<file path="src/rtl/music_player_mcu.sv">
// music_player_mcu: playback sequencer for the music player.
// Turns debounced front-panel pulses (play_pause, next) and the song reader's
// song_done pulse into the play level and the one-cycle reset_play pulse, and
// owns the current song index (manual skip, auto-advance, repeat, wrap).
//
// Ports:
//   clk         system clock, rising edge
//   reset       asynchronous active-low reset
//   play_pause  1-cycle pulse, toggles playing/paused
//   next        1-cycle pulse, skip to next song (always lands paused)
//   song_done   1-cycle pulse, current song finished
//   repeat_en   level, replay current song on song_done
//   play        level, song reader may advance notes
//   reset_play  1-cycle pulse, clears song reader / note player position
//   song        current song index, 0..SONG_NUM-1
module music_player_mcu #(
  parameter int SONG_NUM = 4,
  parameter int SONG_W   = 2
) (
  input  logic              clk,
  input  logic              reset,
  input  logic              play_pause,
  input  logic              next,
  input  logic              song_done,
  input  logic              repeat_en,
  output logic              play,
  output logic              reset_play,
  output logic [SONG_W-1:0] song
);

  typedef enum logic [2:0] {
    S_RESET = 3'd0,
    S_PAUSE = 3'd1,
    S_PLAY  = 3'd2,
    S_NEXT  = 3'd3,
    S_AUTO  = 3'd4
  } state_t;

  localparam logic [SONG_W-1:0] LAST = SONG_W'(SONG_NUM - 1);

  state_t            state;
  logic              auto_resume;  // AUTO exits to PLAY when set, else PAUSE
  logic [SONG_W-1:0] song_wrap;

  // Explicit compare against the last index so non-power-of-two counts wrap.
  assign song_wrap = (song == LAST) ? '0 : song + SONG_W'(1);

  always_ff @(posedge clk or negedge reset) begin
    if (!reset) begin
      state       <= S_RESET;
      play        <= 1'b0;
      reset_play  <= 1'b0;
      song        <= '0;
      auto_resume <= 1'b0;
    end else begin
      case (state)
        S_RESET: begin
          state      <= S_PAUSE;
          play       <= 1'b0;
          reset_play <= 1'b1;
        end
        S_PAUSE: begin
          reset_play <= 1'b0;
          play       <= 1'b0;
          if (next) begin
            state      <= S_NEXT;
            reset_play <= 1'b1;
            song       <= song_wrap;
          end else if (play_pause) begin
            state <= S_PLAY;
            play  <= 1'b1;
          end
        end
        S_PLAY: begin
          reset_play <= 1'b0;
          if (next) begin
            state      <= S_NEXT;
            play       <= 1'b0;
            reset_play <= 1'b1;
            song       <= song_wrap;
          end else if (song_done) begin
            // Song index is updated on entry so it is valid alongside reset_play.
            state      <= S_AUTO;
            play       <= 1'b0;
            reset_play <= 1'b1;
            if (repeat_en) begin
              auto_resume <= 1'b1;
            end else if (song == LAST) begin
              song        <= '0;
              auto_resume <= 1'b0;  // end of album: stop
            end else begin
              song        <= song + SONG_W'(1);
              auto_resume <= 1'b1;
            end
          end else if (play_pause) begin
            state <= S_PAUSE;
            play  <= 1'b0;
          end
        end
        S_NEXT: begin
          state      <= S_PAUSE;
          play       <= 1'b0;
          reset_play <= 1'b0;
        end
        S_AUTO: begin
          state      <= auto_resume ? S_PLAY : S_PAUSE;
          play       <= auto_resume;
          reset_play <= 1'b0;
        end
        default: begin
          // Illegal encoding: park paused and clear downstream position.
          state      <= S_PAUSE;
          play       <= 1'b0;
          reset_play <= 1'b1;
        end
      endcase
    end
  end

endmodule

</file>
<file path="config.mk">
export PLATFORM = sky130hd
export DESIGN_NAME = music_player_mcu
export DESIGN_NICKNAME = d
export VERILOG_FILES = /design/src/rtl/music_player_mcu.sv
export SDC_FILE = /design/constraint.sdc
export NUM_CORES = 1
export LEC_CHECK = 0
export ABC_AREA = 1
export BUFFER_PORTS_ARGS = -buffer_cell sky130_fd_sc_hd__buf_2
export CORE_AREA = 2 2 39 41
export DETAILED_ROUTE_END_ITERATION = 10
export DIE_AREA = 0 0 41 43
export GPL_ROUTABILITY_DRIVEN = 0
export SYNTH_ARGS = -nofsm -noshare
export SYNTH_HDL_FRONTEND = slang
export SYNTH_SLANG_ARGS = --single-unit
</file>
<file path="constraint.sdc">
create_clock -name clk -period 1.25 [get_ports clk]
set_input_delay 0.125 -clock clk [delete_from_list [all_inputs] [get_ports clk]]
set_output_delay 0.125 -clock clk [all_outputs]
set_load 0.02 [all_outputs]
</file>
# Word level (Yosys, flattened, before mapping)
# Index checks and enable logic that the tools add are counted.
totals:
  word_cells: 47
  reg_bits: 8
classes:
  addsub: 1
  n_reduce_logical: 5
  n_bitwise: 1
  n_eq_ne: 10
  mux: 25
ops:
  columns: ["op", "n"]
  rows:
  - ["$mux 3", 5]
  - ["$mux 2", 6]
  - ["$mux 1", 10]
  - ["$ne 3x3->1 const B", 3]
  - ["$pmux 3 s3", 1]
  - ["$eq 3x2->1 const B", 2]
  - ["$pmux 1 s3", 2]
  - ["$ne 4x4->1 const B", 1]
  - ["$pmux 2 s2", 1]
  - ["$reduce_and 4->1", 1]
  - ["$eq 3x1->1 const B", 1]
  - ["$eq 3x3->1 const B", 1]
  - ["$reduce_and 3->1", 1]
  - ["$add 2x1->2 const B", 1]
  - ["$eq 2x2->1 const B", 1]
  - ["$ne 2x2->1 const B", 1]
  - ["$reduce_and 2->1", 1]
  - ["$reduce_bool 2->1", 1]
  - ["$reduce_or 2->1", 1]
  - ["$not 1->1", 1]

# Logic depth before layout (Yosys ltp)
# Gate-level depths: netlist (run 1).
logic_depth:
  ltp_word: 6
  depth_mapped: 7
  mapped_depth_nobuf: 7

# Worst setup path before layout (run 1)
# OpenSTA, ideal clock, no wires.
synth_timing:
  kind: "reg2reg"
  start: "register state[2]"
  end: "register song[0]"
  setup_slack_ns: 0.203
  period_less_slack_ns: 1.047
  setup_ns: 0.117
  path_stages_with_launch: 7
  arrival_time_ns: 0.930
  required_time_ns: 1.133
  n_path_buf: 0
  path_cell_list: "dfrtp_1 > inv_2 > nand3_2 > o21ai_2 > nand2_1 > nand2_1 > nand2_1"
synth_via:
  elab_chain_len: 3
synth_lines:
  columns: ["element", "line_no", "source"]
  rows:
  - ["start: declaration", "41", "state_t state;"]
  - ["start signal: assignment", "106", "state <= auto_resume ? S_PLAY : S_PAUSE;"]
  - ["$eq 3x2->1 / $eq 3x1->1 (equally long branches)", "56", "case (state)"]
  - ["$ne 3x3->1 (no line), or another cell as far along", null, null]
  - ["$reduce_and 4->1 (no line)", null, null]
  - ["end signal: assignment", "68", "song <= song_wrap;"]
  - ["end signal: assignment", "80", "song <= song_wrap;"]
  - ["end signal: assignment", "92", "song <= song + SONG_W'(1);"]
  - ["end: declaration", "28", "output logic [SONG_W-1:0] song"]
# Parallel ways exist; a longest one is shown, timed or not.
# A chain may end at the register's enable or synchronous reset.

# Worst setup path in the final report (run 1)
layout_timing:
  start: "register state[1]"
  end: "register song[1]"
# The elaborated chain is that of the path after synthesis.

==> results of run 1 <==
==> final timing paths <==
| check | startpoint | to | slack (ns) | cells after the start |
|---|---|---|---|---|
| min in group asynchronous | reset | state[0]$_DFFE_PN0P_ | 0.24 | 2 |
| worst min-delay path | repeat_en | auto_resume$_DFFE_PN0P_ | 0.14 | 3 |
| worst min register to register | play$_DFFE_PN0P_ | play$_DFFE_PN0P_ | 0.47 | 2 |
| max in group asynchronous | reset | state[1]$_DFFE_PN0P_ | 0.83 | 2 |
| worst max-delay path | state[1]$_DFFE_PN0P_ | song[1]$_DFFE_PN0P_ | 0.11 | 6 |
| worst max register to register | state[1]$_DFFE_PN0P_ | song[1]$_DFFE_PN0P_ | 0.11 | 6 |
==> registers in the layout, indices dropped and copies added (netlist names) <==
register     flops
auto_resume      1
play             1
reset_play       1
song             2
state            3
==> placed cells by master, fill, tap and decap left out, drive strengths merged <==
cell         instances
clkbuf               3
nor3                 1
inv                 10
nor2                12
o21bai               1
nand2               14
dfrtp                8
buf                 10
ha                   1
nand4                2
dlygate4sd3          1
nand3                8
a21oi                1
o21ai                5
==> metal layers <==
layer	wire (µm)	track usage, %	share of wire (%)
met5	0	0	0
met4	8	10.0	0.86
met1	444	19.0	48
met3	47	1.57	5.0
met2	432	18.8	46
==> kinds of logic after synthesis <==
group,after synthesis,synth area share [%]
AOI/OAI and AO/OA,7,8.94
buffers and inverters,10,8.13
and+or+nand+nor,37,36.9
adders and majority gates,1,2.71
DFF,8,43.4
==> layout make-up <==
type / count / area (µm²) / share of cell area, %
inverters: 10 / 37.5 / 6.38
multi-input cells: 45 / 244 / 41.5
well taps: 16 / 20.0 / 3.40
repair buffers: 11 / 62.6 / 10.6
flip-flops and latches: 8 / 201 / 34.3
clock buffers: 3 / 22.5 / 3.83
==> repair_timing <==
action	CTS	global route
endpoints found under the setup margin	0	2
hold buffers	1	0
buffers inserted	0	1
resized for setup	0	5
endpoints found under the hold margin	8	0
==> report_power, final <==
| group | switching (µW) | internal (µW) |
|---|---|---|
| Clock | 79.1 | 109 |
| Combinational | 374 | 226 |
| Sequential | 95.6 | 370 |
| Total | 549 | 705 |
==> worst max-delay path, delay by kind of cell (launching register included) <==
family,cells,cell delay [ns]
compound gates,1,0.14
buf+inv,1,0.10
flops,1,0.43
simple gates,4,0.37
==> metrics by stage <==
step                      utilization [%]  total power, µW  cell area, µm²  hold slack (ns)  worst slack, ns
after CTS                            40.4             1230             559            0.150           0.0558
after global placement               38.1             1020             527          -0.0241           0.0794
after detailed placement             38.1             1020             527          -0.0239           0.0660
after floorplan                         -              865             462           -0.171            0.203
after global routing                 42.5             1380             588            0.166           0.0147
final                                42.5             1250             588            0.140            0.107
==> key figures, run 1 <==
Clock network
  • Worst-path clk slew: 0.05 ns
  • H-tree Lvls: 1
  • Total CTS buffers: 3
  • Maximum root-to-sink buffer count: 2
  • CTS tree: yes
  • Skew-Pair Late Insertion Delay: 0.24 ns
  • Clock Sinks: 8
  • Root Buffer: clkbuf_4

Timing
  • Fin crit share: 91.4%
  • TNS Setup: 0 ns
  • Maximum clock frequency: 875 MHz
  • Worst Skew: 0.000376 ns
  • Final worst path period need: 1.14 ns
  • Slew @ Worst Pin: 0.237 ns
  • RSZ-0062 raised after global routing: false
  • Max Slew Vio Count: 0
  • Final-report setup violation count: 0
  • Endpoints failing hold: 0
  • Max_slew headroom: 84.1%

Setup path
  • CP Class: register to register
  • Crit Path Max Fanout: 4
  • CP Launch Type: register
  • CP arrival: 1.28 ns
  • CP max-delay cell: dfrtp_2
  • CP endpoint kind: register
  • CP Cell Sequence: inv_1 > nand4_1 > o21ai_4 > nand2_2 > nand2_1 > nand2_1
  • Crit-path most repeated cell: nand2_1
  • Worst path max stage delay: 0.43 ns
  • Worst EP required: 1.39 ns

Global route
  • Largest net degree at the start of global routing: 9
  • Antenna violations before repair: 0
  • Number of global-route vias before repair: 406
  • Grt ovf: 0
  • First-pass GRT wire length: 1570 µm
  • Total GRT Usage: 13.7%

Placed design
  • DP Wirelength: 752 µm
  • IO Port Bufs: 9
  • Placed cell count: 88

Floorplan
  • IO Pins: 10
  • DIE AREA: 0.00176 mm²
  • Core area: 0.00138 mm²
  • Die Y: 43 µm
  • Initial core utilization: 33.4%
  • Die width: 41 µm
  • # rows: 14

Layout
  • ANT cells: 0
  • Total Nets Final: 86
  • Final non-filler cell total: 93
  • Area Overhead vs Synth: 27.4%
  • Share of cells above drive strength 1: 33.8%
  • Layout filler cell count: 153

Status
  • Status: complete, no violations

Synth
  • Synth top area cells: dfrtp_1, nand2_1, nand3_1
  • Synthesized area per cell: 7.33 µm²
  • Post-synth top flop: dfrtp_1
  • Most frequent cell after synthesis: nand2_1
  • Synth cell types: 16
  • Synth Instances: 63
  • Ys async rst share: 100%
  • Mapped cell area: 462 µm²
  • Synth cell count leaders: nand2_1, nor2_1, dfrtp_1
  • Area fraction of the dominant cell type after synthesis: 43.4%
  • Seq/Total Area, Yosys: 43.4%
  • Leading area contributor after synthesis: dfrtp_1
  • Syn nets: 70
  • Register bit total from synthesis: 8
  • Yosys Warn Count: 0
  • Post-synth EDFFs: 0

Drt
  • Routed WL: 932 µm
  • Drt initial violations: 5
  • Vias: 440
  • Per-cell routed wire length: 10.0 µm
  • Vias per cell: 4.73
  • Initial DRT Pass Iterations: 4
  • Remaining antenna violation count after routing: 0
  • Post-route DRC violation count: 0

Min path
  • Hold crit path type: primary input to register

Pwr
  • Leak: 0.000318 µW
  • Power per Cell Area: 2130 mW/mm²
  • Worst VDD drop: 967 µV

Run
  • Number of max-cap violations: 0
(Power assumes the default switching activity.)
==> run 2: changes to the inputs <==
--- a/config.mk
+++ b/config.mk
@@ -11,6 +11,7 @@
 export DETAILED_ROUTE_END_ITERATION = 10
 export DIE_AREA = 0 0 41 43
 export GPL_ROUTABILITY_DRIVEN = 0
+export SLEW_MARGIN = 20
 export SYNTH_ARGS = -nofsm -noshare
 export SYNTH_HDL_FRONTEND = slang
 export SYNTH_SLANG_ARGS = --single-unit
==> constraint.sdc (replaced) <==
create_clock -name clk -period 1.1 [get_ports clk]
set_input_delay 0.11 -clock clk [delete_from_list [all_inputs] [get_ports clk]]
set_output_delay 0.11 -clock clk [all_outputs]
set_load 0.02 [all_outputs]
==> key figures, run 2 (same netlist as run 1, synthesis figures left out) <==
Floorplan
  • Core area: 0.00138 mm² (unchanged)
  • DIE AREA: 0.00176 mm² (unchanged)
  • IO Pins: 10 (unchanged)
  • Initial core utilization: 33.4% (unchanged)
  • Die width: 41 µm (unchanged)
  • # rows: 14 (unchanged)
  • Die Y: 43 µm (unchanged)

Pwr
  • Total Power: 1490 µW (+19%)
  • Leak: 0.000323 µW (+1.5%)
  • Power per Cell Area: 2470 mW/mm² (+16%)
  • Worst VDD drop: 1160 µV (+20%)

Layout
  • Multi-input gate area: 251 µm² (+3.1%)
  • ANT cells: 0 (unchanged)
  • FF/Latch Area: 203 µm² (+0.62%)
  • Most common cell after layout, fill and taps aside: nand2_1
  • Share of cells above drive strength 1: 38.5% (+4.7 points)
  • Total Nets Final: 87 (+1.2%)
  • Layout filler cell count: 149 (-2.6%)
  • Commonest non-fill, non-tap cells in the layout: nand2_1, buf_2, nor2_1, nand3_1, dfrtp_1
  • Largest register FFs: 3 (unchanged)
  • Top reg by flops: state
  • Biggest regs: state x3, song x2
  • Area Overhead vs Synth: 30.9%

Global route
  • Number of global-route vias before repair: 383 (-5.7%)
  • First-pass GRT wire length: 1540 µm (-2.2%)
  • Largest net degree at the start of global routing: 9 (unchanged)
  • Grt ovf: 0 (unchanged)
  • Total GRT Usage: 13.4% (-0.26 points)
  • Antenna violations before repair: 0 (unchanged)

Setup path
  • CP endpoint kind: register
  • CP Class: register to register
  • Worst reg2reg path endpoint: song[0]$_DFFE_PN0P_
  • CP arrival: 1.27 ns (about the same)
  • CP endpoint: song[0]$_DFFE_PN0P_
  • Crit Path Max Fanout: 4 (unchanged)
  • Crit. Startpoint: state[1]$_DFFE_PN0P_
  • FF-to-FF Start: state[1]$_DFFE_PN0P_
  • R2r setup slk: -0.03 ns (-0.13 ns)
  • CP Launch Type: register
  • Worst EP required: 1.24 ns (-0.15 ns)
  • Number of cells on the worst reg-to-reg path: 6 (unchanged)

Clock network
  • Maximum root-to-sink buffer count: 2 (unchanged)
  • Worst-path clk slew: 0.05 ns (about the same)
  • H-tree Lvls: 1 (unchanged)
  • Skew-Pair Late Insertion Delay: 0.25 ns (about the same)
  • CTS tree: yes
  • Total CTS buffers: 3 (unchanged)
  • Clock Sinks: 8 (unchanged)
  • Root Buffer: clkbuf_4

Placed design
  • DP Wirelength: 756 µm (+0.53%)
  • IO Port Bufs: 9 (unchanged)

Drt
  • Post-route DRC violation count: 0 (unchanged)
  • Vias per cell: 4.71 (-0.39%)
  • Drt initial violations: 2 (-3)
  • Routed WL: 980 µm (+5.2%)
  • Vias: 443 (+0.68%)
  • Remaining antenna violation count after routing: 0 (unchanged)
  • Per-cell routed wire length: 10.4 µm (+4.0%)
  • Initial DRT Pass Iterations: 2 (-2)

Status
  • Violated checks: negative setup slack
  • Status: complete, but fails checks

Timing
  • Max_slew headroom: 85.6% (+1.5 points)
  • Max Slew Vio Count: 0 (unchanged)
  • Crit path setup slack, layout: -0.0252 ns (-0.132 ns)
  • Fin crit share: 102% (+11 points)
  • Final worst path period need: 1.13 ns (-0.0176 ns)
  • RSZ-0062 raised after global routing: true
  • Final-report setup violation count: 2 (+2)
  • Slew @ Worst Pin: 0.216 ns (-0.0215 ns)
  • Endpoints failing hold: 0 (unchanged)
  • Maximum clock frequency: 889 MHz (+1.6%)
  • Final hold slack: 0.129 ns (-0.0113 ns)
  • Worst Skew: 0.00223 ns (+0.00185 ns)

Min path
  • Hold crit path type: primary input to register

Run
  • Number of max-cap violations: 0 (unchanged)
==> run 2: changes by cell type in the layout (fill, tap and decap cells not counted), sizes merged <==
cell	before	now
buf	10	11
==> run 2: power breakdown <==
| part | switching [µW] | total (µW) | internal [µW] |
|---|---|---|---|
| registers | 120 | 544 | 424 |
| logic | 439 | 726 | 286 |
| clock network | 97.0 | 222 | 125 |
==> run 2: per-layer routing <==
layer,routed length (µm),up-vias,track usage [%]
met5,0,-,0
met4,31,0,10.0
met3,53,5,3.14
met2,478,10,19.1
met1,416,193,16.7
li1,-,235,-
==> run 2: worst max-delay path, cell delays in order (launching register included) <==
cell     delay, ns
dfrtp_2       0.45
inv_2         0.08
nand4_1       0.17
o21ai_4       0.14
nand2_2       0.07
nand2_1       0.06
nand2_1       0.05
==> run 2: area by class of cell <==
class                           instances  area share [%]
Multi-Input combinational cell         45            41.6
Inverter                               10            6.21
Clock buffer                            3            3.73
Timing Repair Buffer                   12            11.6
Sequential cell                         8            33.5
Tap cell                               16            3.31
==> run 2: worst min-delay path by stage <==
stage,startpoint,endpoint,slack [ns],cells past startpoint
6_report,repeat_en,auto_resume$_DFFE_PN0P_,0.13,3
4_1_cts,repeat_en,auto_resume$_DFFE_PN0P_,0.13,3
2_1_floorplan,reset,auto_resume$_DFFE_PN0P_,-0.19,0
3_3_place_gp,reset,state[1]$_DFFE_PN0P_,-0.04,1
5_1_grt,repeat_en,auto_resume$_DFFE_PN0P_,0.15,3
3_5_place_dp,reset,state[1]$_DFFE_PN0P_,-0.04,1
==> run 2: stage by stage <==
stage	util, %	setup WS (ns)	TNS (ns)	std cells	area (µm²)
floorplan	-	0.0527	0	63	462
detailed placement	39.2	-0.00263	-0.00263	90	542
finish	43.7	-0.0252	-0.0477	94	604
global placement	39.2	0.0219	0	90	542
CTS	42.7	-0.00319	-0.00577	94	591
global route	43.7	-0.0986	-0.328	94	604
==> run 2: repair_timing <==
item,CTS,global route
pin swaps,2,2
hold buffers,1,0
setup endpoints to repair,2,5
resized for setup,4,5
buffers inserted,0,0
hold endpoints to repair,8,0
==> run 3: changes to the inputs <==
==> constraint.sdc (replaced) <==
create_clock -name clk -period 1.2 [get_ports clk]
set_input_delay 0.12 -clock clk [delete_from_list [all_inputs] [get_ports clk]]
set_output_delay 0.12 -clock clk [all_outputs]
set_load 0.02 [all_outputs]
==> key figures, run 3 (same netlist as run 1, synthesis figures left out) <==
Clock network
  • CTS tree: yes
  • Total CTS buffers: 3 (unchanged)
  • Worst-path clk slew: 0.05 ns (about the same)
  • H-tree Lvls: 1 (unchanged)
  • Skew-Pair Late Insertion Delay: 0.24 ns (about the same)
  • Maximum root-to-sink buffer count: 2 (unchanged)
  • Clock Sinks: 8 (unchanged)
  • Root Buffer: clkbuf_4

Timing
  • RSZ-0062 raised after global routing: true
  • Endpoints failing hold: 0 (unchanged)
  • Maximum clock frequency: 869 MHz (-2.2%)
  • Fin crit share: 95.9% (-6.4 points)
  • Final worst path period need: 1.15 ns (+0.0251 ns)
  • Final hold slack: 0.135 ns (+0.00632 ns)
  • Final-report setup violation count: 0 (-2)
  • Worst Skew: 0.000374 ns (-0.00185 ns)
  • Slew @ Worst Pin: 0.247 ns (+0.0311 ns)
  • Max_slew headroom: 83.4% (-2.1 points)
  • Max Slew Vio Count: 0 (unchanged)

Setup path
  • CP arrival: 1.29 ns (+0.02 ns)
  • FF-to-FF Start: state[1]$_DFFE_PN0P_
  • CP Class: register to register
  • CP Launch Type: register
  • CP endpoint kind: register
  • Crit Path Max Fanout: 4 (unchanged)
  • Worst EP required: 1.34 ns (+0.10 ns)
  • Crit. Startpoint: state[1]$_DFFE_PN0P_
  • Number of cells on the worst reg-to-reg path: 6 (unchanged)

Layout
  • Area Overhead vs Synth: 31.4%
  • ANT cells: 0 (unchanged)
  • Share of cells above drive strength 1: 39.7% (+1.3 points)
  • Top reg by flops: state
  • Most common cell after layout, fill and taps aside: nand2_1
  • Total Nets Final: 87 (unchanged)
  • Largest register FFs: 3 (unchanged)
  • Biggest regs: state x3, song x2
  • Commonest non-fill, non-tap cells in the layout: nand2_1, buf_2, nor2_1
  • Final instance area: 607 µm² (+0.41%)

Global route
  • Grt ovf: 0 (unchanged)
  • Total GRT Usage: 13.7% (+0.26 points)
  • Largest net degree at the start of global routing: 9 (unchanged)
  • Number of global-route vias before repair: 406 (+6.0%)
  • Antenna violations before repair: 0 (unchanged)
  • First-pass GRT wire length: 1570 µm (+2.3%)

Floorplan
  • Initial core utilization: 33.4% (unchanged)
  • Die Y: 43 µm (unchanged)
  • Die width: 41 µm (unchanged)
  • IO Pins: 10 (unchanged)
  • Core area: 0.00138 mm² (unchanged)
  • # rows: 14 (unchanged)
  • DIE AREA: 0.00176 mm² (unchanged)

Drt
  • Remaining antenna violation count after routing: 0 (unchanged)
  • Drt initial violations: 2 (unchanged)
  • Vias: 448 (+1.1%)
  • Routed WL: 971 µm (-0.92%)
  • Vias per cell: 4.77 (+1.1%)
  • Initial DRT Pass Iterations: 4 (+2)
  • Per-cell routed wire length: 10.3 µm (-0.92%)
  • Post-route DRC violation count: 0 (unchanged)

Pwr
  • Psw: 596 µW (-9.2%)
  • Sw frac: 44.1% (+0.062 points)
  • Reg power frac: 36.3% (-0.2 points)
  • Clock share of power: 14.5% (-0.4 points)
  • Internal power component: 756 µW (-9.4%)
  • Power per Cell Area: 2230 mW/mm² (-9.7%)
  • Comb power frac: 49.2% (+0.5 points)
  • Worst VDD drop: 1020 µV (-11%)
  • Leak: 0.000324 µW (+0.27%)

Min path
  • Hold crit path type: primary input to register
  • Cells on Worst Hold Path: 3 (unchanged)
  • Hold_sp: repeat_en

Placed design
  • DP Wirelength: 752 µm (-0.53%)
  • IO Port Bufs: 9 (unchanged)
  • Dpl cell area: 527 µm² (-2.8%)

Run
  • Number of max-cap violations: 0 (unchanged)

Status
  • Status: complete, no violations
## run 3: cell counts in the layout (fill, tap and decap cells not counted)
No cell type changed its count.
## run 3: path summary, 6_finish.rpt
path                                                 to  slack [ns]
worst max-delay path                song[1]$_DFFE_PN0P_        0.05
worst min-delay path            auto_resume$_DFFE_PN0P_        0.13
worst max register to register      song[1]$_DFFE_PN0P_        0.05
worst min register to register         play$_DFFE_PN0P_        0.47
max in group asynchronous          state[1]$_DFFE_PN0P_        0.79
min in group asynchronous          state[0]$_DFFE_PN0P_        0.24
## run 3: final cells by class
class | count | area (µm²)
fill | 152 | 777
multi-input combinational | 45 | 254
sequential | 8 | 203
timing repair buffer | 12 | 70.1
inverter | 10 | 37.5
clock buffer | 3 | 22.5
tap | 16 | 20.0
## run 3: power groups by stage
| stage | sequential [µW] | clock (µW) | combinational (µW) |
|---|---|---|---|
| 2_1_floorplan | 538 | 0 | 362 |
| 3_3_place_gp | 479 | 0 | 580 |
| 3_5_place_dp | 482 | 0 | 581 |
| 4_1_cts | 480 | 208 | 589 |
| 5_1_grt | 512 | 213 | 757 |
| 6_report | 491 | 196 | 665 |
## run 3: routing by layer
layer | part of all wire (%) | vias up | global-route usage [%]
met5 | 0 | - | 0
met4 | 0.82 | 0 | 10.0
met3 | 4.4 | 2 | 1.57
met2 | 47 | 7 | 18.8
met1 | 47 | 205 | 19.0
li1 | - | 234 | -
## run 3: timing repair
action / CTS / global route
hold buffers: 1 / 0
setup endpoints to repair: 0 / 3
hold endpoints to repair: 8 / 0
buffers inserted: 0 / 2
resized for setup: 0 / 9
## run 3: per-stage QoR
stage | power [µW] | setup WS (ns) | cells | util [%] | setup TNS [ns]
floorplan | 901 | 0.153 | 63 | - | 0
global placement | 1060 | 0.0294 | 88 | 38.1 | 0
detailed placement | 1060 | 0.0160 | 88 | 38.1 | 0
CTS | 1280 | 0.00575 | 92 | 40.4 | 0
global route | 1480 | -0.0215 | 94 | 43.9 | -0.0418
finish | 1350 | 0.0497 | 94 | 43.9 | 0
## run 3: critical path, cell delays in order, from the launching register on
cell,delay [ns]
dfrtp_2,0.44
inv_1,0.10
nand4_1,0.18
o21ai_4,0.14
nand2_2,0.08
nand2_1,0.06
nand2_1,0.05
